<file path="src/rtl/pipelined_decode_stage.sv">
// MIPS32 decode stage: field extraction, register file with write-back
// bypass, immediate extension, destination select, load-use interlock and a
// stallable/flushable ID/EX pipeline register.
//
// Handshake: pds_o_ce is the valid toward execute and pds_i_ex_ready its
// ready; an output transfers on a rising edge where both are 1, and while
// pds_o_ce=1 and pds_i_ex_ready=0 every output holds. Toward fetch,
// pds_i_ce is the valid and ~pds_o_stall the ready; an instruction is
// consumed on an edge where pds_i_ce=1 and pds_o_stall=0, otherwise fetch
// keeps pds_i_instr/pds_i_ce unchanged.
module pipelined_decode_stage #(
  parameter int AWIDTH    = 5,
  parameter int DWIDTH    = 32,
  parameter int IWIDTH    = 32,
  parameter int IMM_WIDTH = 16
) (
  input  logic              pds_clk,
  input  logic              pds_rst,
  input  logic              pds_i_ce,
  input  logic [IWIDTH-1:0] pds_i_instr,
  output logic              pds_o_stall,
  input  logic              pds_i_flush,
  input  logic              pds_i_ex_ready,
  input  logic              pds_i_ex_load,
  input  logic [AWIDTH-1:0] pds_i_ex_dest,
  input  logic              pds_i_wb_en,
  input  logic [AWIDTH-1:0] pds_i_wb_addr,
  input  logic [DWIDTH-1:0] pds_i_wb_data,
  output logic              pds_o_ce,
  output logic [5:0]        pds_o_opcode,
  output logic [5:0]        pds_o_funct,
  output logic [AWIDTH-1:0] pds_o_addr_rs,
  output logic [AWIDTH-1:0] pds_o_addr_rt,
  output logic [AWIDTH-1:0] pds_o_dest,
  output logic [DWIDTH-1:0] pds_o_data_rs,
  output logic [DWIDTH-1:0] pds_o_data_rt,
  output logic [DWIDTH-1:0] pds_o_imm,
  output logic              pds_o_reg_wr
);

  localparam int NREGS = 2 ** AWIDTH;

  logic [DWIDTH-1:0]    regs [NREGS];

  logic [5:0]           opcode;
  logic [5:0]           funct;
  logic [AWIDTH-1:0]    rs;
  logic [AWIDTH-1:0]    rt;
  logic [AWIDTH-1:0]    rd;
  logic [IMM_WIDTH-1:0] imm_field;

  logic [DWIDTH-1:0]    data_rs;
  logic [DWIDTH-1:0]    data_rt;
  logic [DWIDTH-1:0]    imm_ext;
  logic [AWIDTH-1:0]    dest;
  logic                 reg_wr;
  logic                 rt_is_src;
  logic                 load_use;
  logic                 hold;
  logic                 wb_write;

  // Field extraction from the presented instruction word.
  always_comb begin
    opcode    = pds_i_instr[31:26];
    rs        = pds_i_instr[25:21];
    rt        = pds_i_instr[20:16];
    rd        = pds_i_instr[15:11];
    funct     = pds_i_instr[5:0];
    imm_field = pds_i_instr[IMM_WIDTH-1:0];
  end

  assign wb_write = pds_i_wb_en && (pds_i_wb_addr != '0);

  // Register file: cleared by reset, written at the edge; $0 never written.
  always_ff @(posedge pds_clk or negedge pds_rst) begin
    if (!pds_rst) begin
      for (int i = 0; i < NREGS; i++) regs[i] <= '0;
    end else if (wb_write) begin
      regs[pds_i_wb_addr] <= pds_i_wb_data;
    end
  end

  // Operand read with same-cycle write-back bypass; $0 always reads zero.
  always_comb begin
    data_rs = regs[rs];
    data_rt = regs[rt];
    if (rs == '0)                             data_rs = '0;
    else if (wb_write && pds_i_wb_addr == rs) data_rs = pds_i_wb_data;
    if (rt == '0)                             data_rt = '0;
    else if (wb_write && pds_i_wb_addr == rt) data_rt = pds_i_wb_data;
  end

  // Immediate extension: andi/ori/xori zero-extend, everything else signs.
  always_comb begin
    if (opcode == 6'h0C || opcode == 6'h0D || opcode == 6'h0E)
      imm_ext = '0;
    else
      imm_ext = {DWIDTH{imm_field[IMM_WIDTH-1]}};
    imm_ext[IMM_WIDTH-1:0] = imm_field;
  end

  // Destination register, write-enable and rt-usage classification.
  always_comb begin
    if (opcode == 6'h00)      dest = rd;
    else if (opcode == 6'h03) dest = {AWIDTH{1'b1}};
    else                      dest = rt;

    reg_wr = ((opcode == 6'h00) && (funct != 6'h08))
          || (opcode[5:3] == 3'b001)
          || (opcode == 6'h23)
          || (opcode == 6'h03);

    rt_is_src = (opcode == 6'h00) || (opcode == 6'h04)
             || (opcode == 6'h05) || (opcode == 6'h2B);
  end

  // Interlock and stall: gated by reset so stall reads 0 while reset is held.
  always_comb begin
    load_use = pds_i_ce && pds_i_ex_load && (pds_i_ex_dest != '0)
            && ((pds_i_ex_dest == rs) || (rt_is_src && (pds_i_ex_dest == rt)));
    hold        = pds_o_ce && !pds_i_ex_ready;
    pds_o_stall = pds_rst && !pds_i_flush && (hold || load_use);
  end

  // ID/EX register: flush beats hold, hold beats the load-use bubble.
  always_ff @(posedge pds_clk or negedge pds_rst) begin
    if (!pds_rst) begin
      pds_o_ce      <= 1'b0;
      pds_o_opcode  <= '0;
      pds_o_funct   <= '0;
      pds_o_addr_rs <= '0;
      pds_o_addr_rt <= '0;
      pds_o_dest    <= '0;
      pds_o_data_rs <= '0;
      pds_o_data_rt <= '0;
      pds_o_imm     <= '0;
      pds_o_reg_wr  <= 1'b0;
    end else if (pds_i_flush) begin
      pds_o_ce <= 1'b0;
    end else if (!hold) begin
      if (load_use) begin
        pds_o_ce <= 1'b0;
      end else begin
        pds_o_ce      <= pds_i_ce;
        pds_o_opcode  <= opcode;
        pds_o_funct   <= funct;
        pds_o_addr_rs <= rs;
        pds_o_addr_rt <= rt;
        pds_o_dest    <= dest;
        pds_o_data_rs <= data_rs;
        pds_o_data_rt <= data_rt;
        pds_o_imm     <= imm_ext;
        pds_o_reg_wr  <= reg_wr;
      end
    end
  end

endmodule

</file>
<file path="config.mk">
export PLATFORM = sky130hd
export DESIGN_NAME = pipelined_decode_stage
export DESIGN_NICKNAME = d
export VERILOG_FILES = /design/src/rtl/pipelined_decode_stage.sv
export SDC_FILE = /design/constraint.sdc
export NUM_CORES = 2
export LEC_CHECK = 0
export CAP_MARGIN = 30
export CORE_ASPECT_RATIO = 2
export CORE_MARGIN = 2
export CORE_UTILIZATION = 45
export DETAILED_ROUTE_END_ITERATION = 6
export PLACE_DENSITY = 0.69
export SETUP_SLACK_MARGIN = 0.4
export SYNTH_ARGS = -nofsm -noshare
export SYNTH_HDL_FRONTEND = slang
export SYNTH_SLANG_ARGS = --single-unit
</file>
<file path="constraint.sdc">
create_clock -name pds_clk -period 2.2 [get_ports pds_clk]
set_input_delay 0.44 -clock pds_clk [delete_from_list [all_inputs] [get_ports pds_clk]]
set_output_delay 0.44 -clock pds_clk [all_outputs]
set_load 0.01 [all_outputs]
</file>
-- Word level (Yosys, flattened, before mapping)
Cells that the tools add are included.
- reduce and logical (&&, ||, !) cells: 30
- mux-type cells: 19
- $lt $le $gt $ge: 4
- equal/unequal tests: 15
- bitwise gates (word level): 6
- operators by type and width (kind ; count):
    1024-bit bitwise mux ; 1
    32-bit binary-select mux with 5-bit select ; 2
    32-bit 2-to-1 mux ; 10
    32-bit demux with 5-bit select ; 1
    5-bit == test ; 4
    6-bit by 4-bit == test with 1-bit output, second input constant ; 3
    6-bit greater-or-equal comparator, second input constant ; 3
    5-bit inverter with 6-bit output ; 3
    6-bit by 3-bit == test with 1-bit output, second input constant ; 2
    6-bit == test, second input constant ; 2
    1-bit logical AND ; 12
    5-bit logical NOT ; 2
    1-bit logical OR ; 10
    5-bit 2-to-1 mux ; 2
    5-bit nonzero test ; 2
    6-bit by 2-bit == test with 1-bit output, second input constant ; 1
    6-bit logical NOT ; 1
    6-bit by 1-bit < comparator with 1-bit output, second input constant ; 1
    6-bit by 4-bit != test with 1-bit output, second input constant ; 1
    3-bit by 1-bit == test with 1-bit output, second input constant ; 1
    1-bit 2-to-1 mux ; 3
    1-bit inverter ; 3
    3-bit AND reduction ; 1
    1-bit logical NOT ; 2
    2-bit != test, second input constant ; 1
- register bits: 1149
- word-level logic and storage cells: 116
- output and inout bits: 126

-- Longest topological paths before layout
- depth after elaboration: 10
- depth in mapped cells: 10
- mapped depth without buffers: 6

-- Worst setup path after synthesis
Ideal clock, no wire load.
- kind: input -> register
- start point: input port pds_i_ex_dest[0]
- end point: register pds_o_opcode[2]
- cell stages on the path: 8
- arrival time: 2.264 ns
- library setup time: 0.125 ns
- slack: -0.189 ns
- cells stage by stage: or4_1 o211a_1 o21a_1 or3_1 buf_2 buf_6 buf_6 mux2_4
- word-level cells in the longest chain between the ends: 6
- elaborated cells on any way between the ends: 9
- ends and longest elaborated chain (element ; line ; text):
    start: declaration ; 25 ; input logic [AWIDTH-1:0] pds_i_ex_dest,
    5-bit == test ; 120 ; && ((pds_i_ex_dest == rs) || (rt_is_src && (pds_i_ex_dest == rt)));
    1-bit logical AND ; 120 ;
    1-bit logical OR ; 120 ;
    1-bit logical AND * ; 120 ;
    1-bit inverter (no line) * ; -- ;
    3-bit AND reduction (no line) * ; -- ;
    end signal: assignment ; 145 ; pds_o_opcode <= opcode;
    end: declaration ; 30 ; output logic [5:0] pds_o_opcode,
Every way passes the cells marked *; elsewhere a longest branch is shown, timed or not.
A chain may end at the register's enable or synchronous reset.

-- Worst setup path in the final report
- start point: input port pds_i_instr[31]
- end point: output port pds_o_stall
- word-level cells in the longest chain between the ends: 9
- elaborated cells on any way between the ends: 12
- ends and longest elaborated chain (element ; line ; text):
    start: declaration ; 20 ; input logic [IWIDTH-1:0] pds_i_instr,
    6-bit by 3-bit == test with 1-bit output / 6-bit logical NOT (equally long branches) ; 113 ; rt_is_src = (opcode == 6'h00) || (opcode == 6'h04)
    1-bit logical OR ; 113 ;
    1-bit logical OR ; 114 ; || (opcode == 6'h05) || (opcode == 6'h2B);
    1-bit logical OR * ; 114 ;
    1-bit logical AND * ; 120 ;
    1-bit logical OR * ; 120 ;
    1-bit logical AND * ; 120 ;
    1-bit logical OR * ; 122 ; pds_o_stall = pds_rst && !pds_i_flush && (hold || load_use);
    1-bit logical AND * ; 122 ;
    end: declaration ; 21 ; output logic pds_o_stall,
Marks and branches as above.

==> metrics.md <==
| Metric | Value |
|---|---|
| Status | finished with violations |
| Failing checks | setup timing |
| Worst-path fanout max | 3 |
| Yosys reg bits | approximately 1100 |
| Tmin final | around 2.4 ns |
| Clk_lat worst skew | 0.76 ns |
| Final Hold Violating Endpoints | 0 |
| Mapped Area | 60100 um^2 |
| GPL Wtd Cong | 0.904 |
| Yosys cell types | 44 |
| Number of global-route vias before repair | 47313 |
| Post-Route Skew | 0.0360 ns |
| Asr flop ratio synth | between 90% and 100% |
| IO Pins | 207 |
| Global-route wire length before repair | 314 mm |
| Worst setup SP type | input pin |
| Tcrit/Tclk final | 108% |
| CTS tree | built |
| Largest net degree at the start of global routing | 120 |
| Cell internal pwr | approximately 43 mW |
| Fin. max-slew vios | 0 |
| Routed Antenna Nets | 0 |
| Finished Core Util | 55.4% |
| I/O Buffers | 206 |
| Chip height | 521 um |
| Number of synthesized flops with an enable pin | 0 |
| Gr ovfl total | 0 |
| Multi-input gate area | between 30000 and 40000 um^2 |
| Psw | about 18 mW |
| CTS max path bufs | 3 |
| # Max-Cap Violations | 0 |
| Worst IR drop on VDD | about 0.67 mV |
| Critical path class | in2out |
| RSZ-0062 raised after global routing | yes |
| Share of layout cells above drive strength 1 | between 30% and 40% |
| Power Total | 60.8 mW |
| Post-DP HPWL | 137 mm |
| CP Capture Type | output pin |
| H-tree depth | 3 |
| Drt drc | 0 |
| Critical path arrival | between 1.5 and 2 ns |
| CTS root buffer | clkbuf_16 |
| Nets | 5375 |
| WL/cell | 30.1 um |
| Chip width | about 260 um |
| Fill cells | 10864 |
| GRT Util Overall | 30.8% |
| Share of the yosys chip area belonging to registers | 47.0% |
| Sequential Area | 28200 um^2 |
| Final wirelength | 214 mm |
| Final Setup Violations | 1 |
| Core Area | 133000 um^2 |
| CTS clock-pin slew for the worst setup and hold paths | around 0.07 ns |
| Setup TNS | -0.168 ns |
| 1st-pass router iterations | 6 |
| Sw frac | approximately 30% |
| Via-per-instance ratio | 6.35 |
| P per Cell Area | 827 nW/um^2 |
| Syn_nets | 4994 |
| Post-Synthesis Cells | 4913 |
| Antenna violations before repair | 7 |
| Worst Path Required | approximately 1.8 ns |
| Via count | between 40000 and 50000 |
| Std cell rows | 189 |
| Ys flop type | dfrtp_1 |
| CP Launch Point | pds_i_instr[31] |
| Final Worst Setup Slack | -0.168 ns |
| YS warnings | 0 |
| Die ar. | 137000 um^2 |
| Fin area | 73600 um^2 |
| Comb power frac | a little under a quarter |
| Initial Util | 45.3% |
| Min Hold Slack | between 0.05 and 0.06 ns |
| Synth Area per Inst | 12.2 um^2 |
| Clock Power Share | 31.7% |
| R2r startpoint | pds_o_ce |
| Hold Crit Class | in2reg |
| Area growth syn-to-layout | 22.4% |
| Placed Area | 69000 um^2 |
| Relative slew slack | 55.7% |
| Clock sinks | approximately 1100 |
| Worst-margin pin slew | 0.664 ns |
| Pleak | 34.5 nW |
| Hold Startpoint | pds_i_instr[28] |
| Fmax | 422 MHz |
| Initial DRC Count | just under 4000 |
| Fraction of power consumed by sequential logic | 45.6% |
| Cts bufs inserted | 101 |
## synth_stat cells (45+ instances only)
library cell | count | area share [%]
mux2_2 | 1010 | 19
mux2i_1 | 1087 | 18
nand3_1 | 256 | 2.1
dfrtp_1 | 1128 | 47
a21oi_1 | 66 | 0.55
buf_2 | 88 | 0.73
inv_1 | 69 | 0.43
a41oi_1 | 62 | 0.90
buf_1 | 55 | 0.34
nand2_1 | 45 | 0.28
clkbuf_1 | 360 | 2.2
a22oi_1 | 506 | 6.3
## registers in the layout, indices dropped and copies added (netlist names)
| name | flops |
|---|---|
| regs | 1024 |
| pds_o_data_rs | 32 |
| pds_o_data_rt | 32 |
| pds_o_imm | 12 |
| pds_o_opcode | 6 |
| pds_o_addr_rs | 5 |
| pds_o_addr_rt | 5 |
| pds_o_dest | 5 |
| pds_o_funct | 5 |
| pds_o_ce | 1 |
| pds_o_reg_wr | 1 |
## worst max-delay path: stages
cell and delay [ns]:
buf_8 0.09, nand2_2 0.05, or3_4 0.37, a2111oi_4 0.38
o21a_1 0.23, nor2_2 0.06, nor3b_2 0.16, buf_2 0.15
## cells by family after synthesis
kind of cell / count (synthesis) / synth area share [%]
xor gates and xnor gates: 20 / 0.292
DFF: 1128 / 47.0
muxes: 2100 / 37.1
and+or+nand+nor: 386 / 3.22
AOI/OAI and AO/OA: 677 / 8.26
buffers and inverters: 602 / 4.14
## final cells by class
cell class	instances	share of cell area (%)
multi-input combinational	3183	41.3
antenna	6	0.0204
clock inverter	40	0.900
clock buffer	147	3.94
sequential	1128	38.4
inverter	69	0.352
tap	1719	2.92
timing repair buffer	811	12.2
## path summary, 6_finish.rpt
path,slack [ns],end,cells after the start
min in group asynchronous,0.33,regs[482],3
worst min-delay path,0.05,pds_o_opcode[2],3
worst min register to register,0.40,regs[1015],0
worst max register to register,0.27,pds_o_addr_rt[1],6
worst max-delay path,-0.17,pds_o_stall,8
max in group asynchronous,0.82,regs[974],5
## per-layer routing
metal  vias to the layer above  track usage, %  wire length, um
met1                     23268            36.2            80500
li1                      18974               -                -
met3                       758            4.69            13200
met2                      2098            51.8           103000
met4                         0            21.4            17000
met5                         -               0                0
## stage by stage
step | setup slack, ns | std cells
floorplan | -0.168 | 4913
global placement | -1.13 | 6830
detailed placement | -1.03 | 6830
CTS | -0.0997 | 7079
global route | -0.217 | 7101
finish | -0.168 | 7103
## repair_timing
| action | 4_1_cts | 5_1_grt |
|---|---|---|
| resized for setup | 720 | 37 |
| hold endpoints to repair | 18 | 0 |
| setup buffers | 53 | 17 |
| gates cloned | 8 | 1 |
| setup endpoints to repair | 973 | 217 |
| pin swaps | 26 | 8 |
| hold buffers | 1 | 0 |
## power by group through the flow
stage,clock network (mW),registers [mW],logic (mW)
detailed placement,0,28.0,13.5
global route,20.2,28.2,14.8
CTS,19.5,27.6,13.7
floorplan,0,27.2,8.74
finish,19.3,27.8,13.8
global placement,0,27.7,13.2
## layout by cell type (no fill, tap or decap), types with 5 or more instances in the layout
cell type,synthesis,routed
buf_6,2,73
clkinv_2,0,13
dfrtp_1,1128,1122
nor2b_4,0,8
diode_2,0,6
clkdlybuf4s50_1,0,53
buf_4,28,357
mux2i_1,1087,1084
buf_8,0,15
nor2b_1,17,9
buf_12,0,187
buf_2,88,95
inv_1,69,69
nand3_1,256,254
a22oi_1,506,506
xnor2_1,17,15
a21oi_1,66,62
dfrtp_2,0,6
clkbuf_1,360,26
a41oi_1,62,60
mux2_2,1010,897
dlygate4sd2_1,0,9
nor2_4,0,20
nand2_4,0,8
mux2_4,3,116
bufinv_16,0,13
clkbuf_16,0,102
o22ai_2,0,5
nand2_2,0,9
o21ai_0,16,15
buf_16,0,10
clkbuf_8,0,20
nand2_1,45,28
No activity file was read; power rests on OpenSTA's default activity.
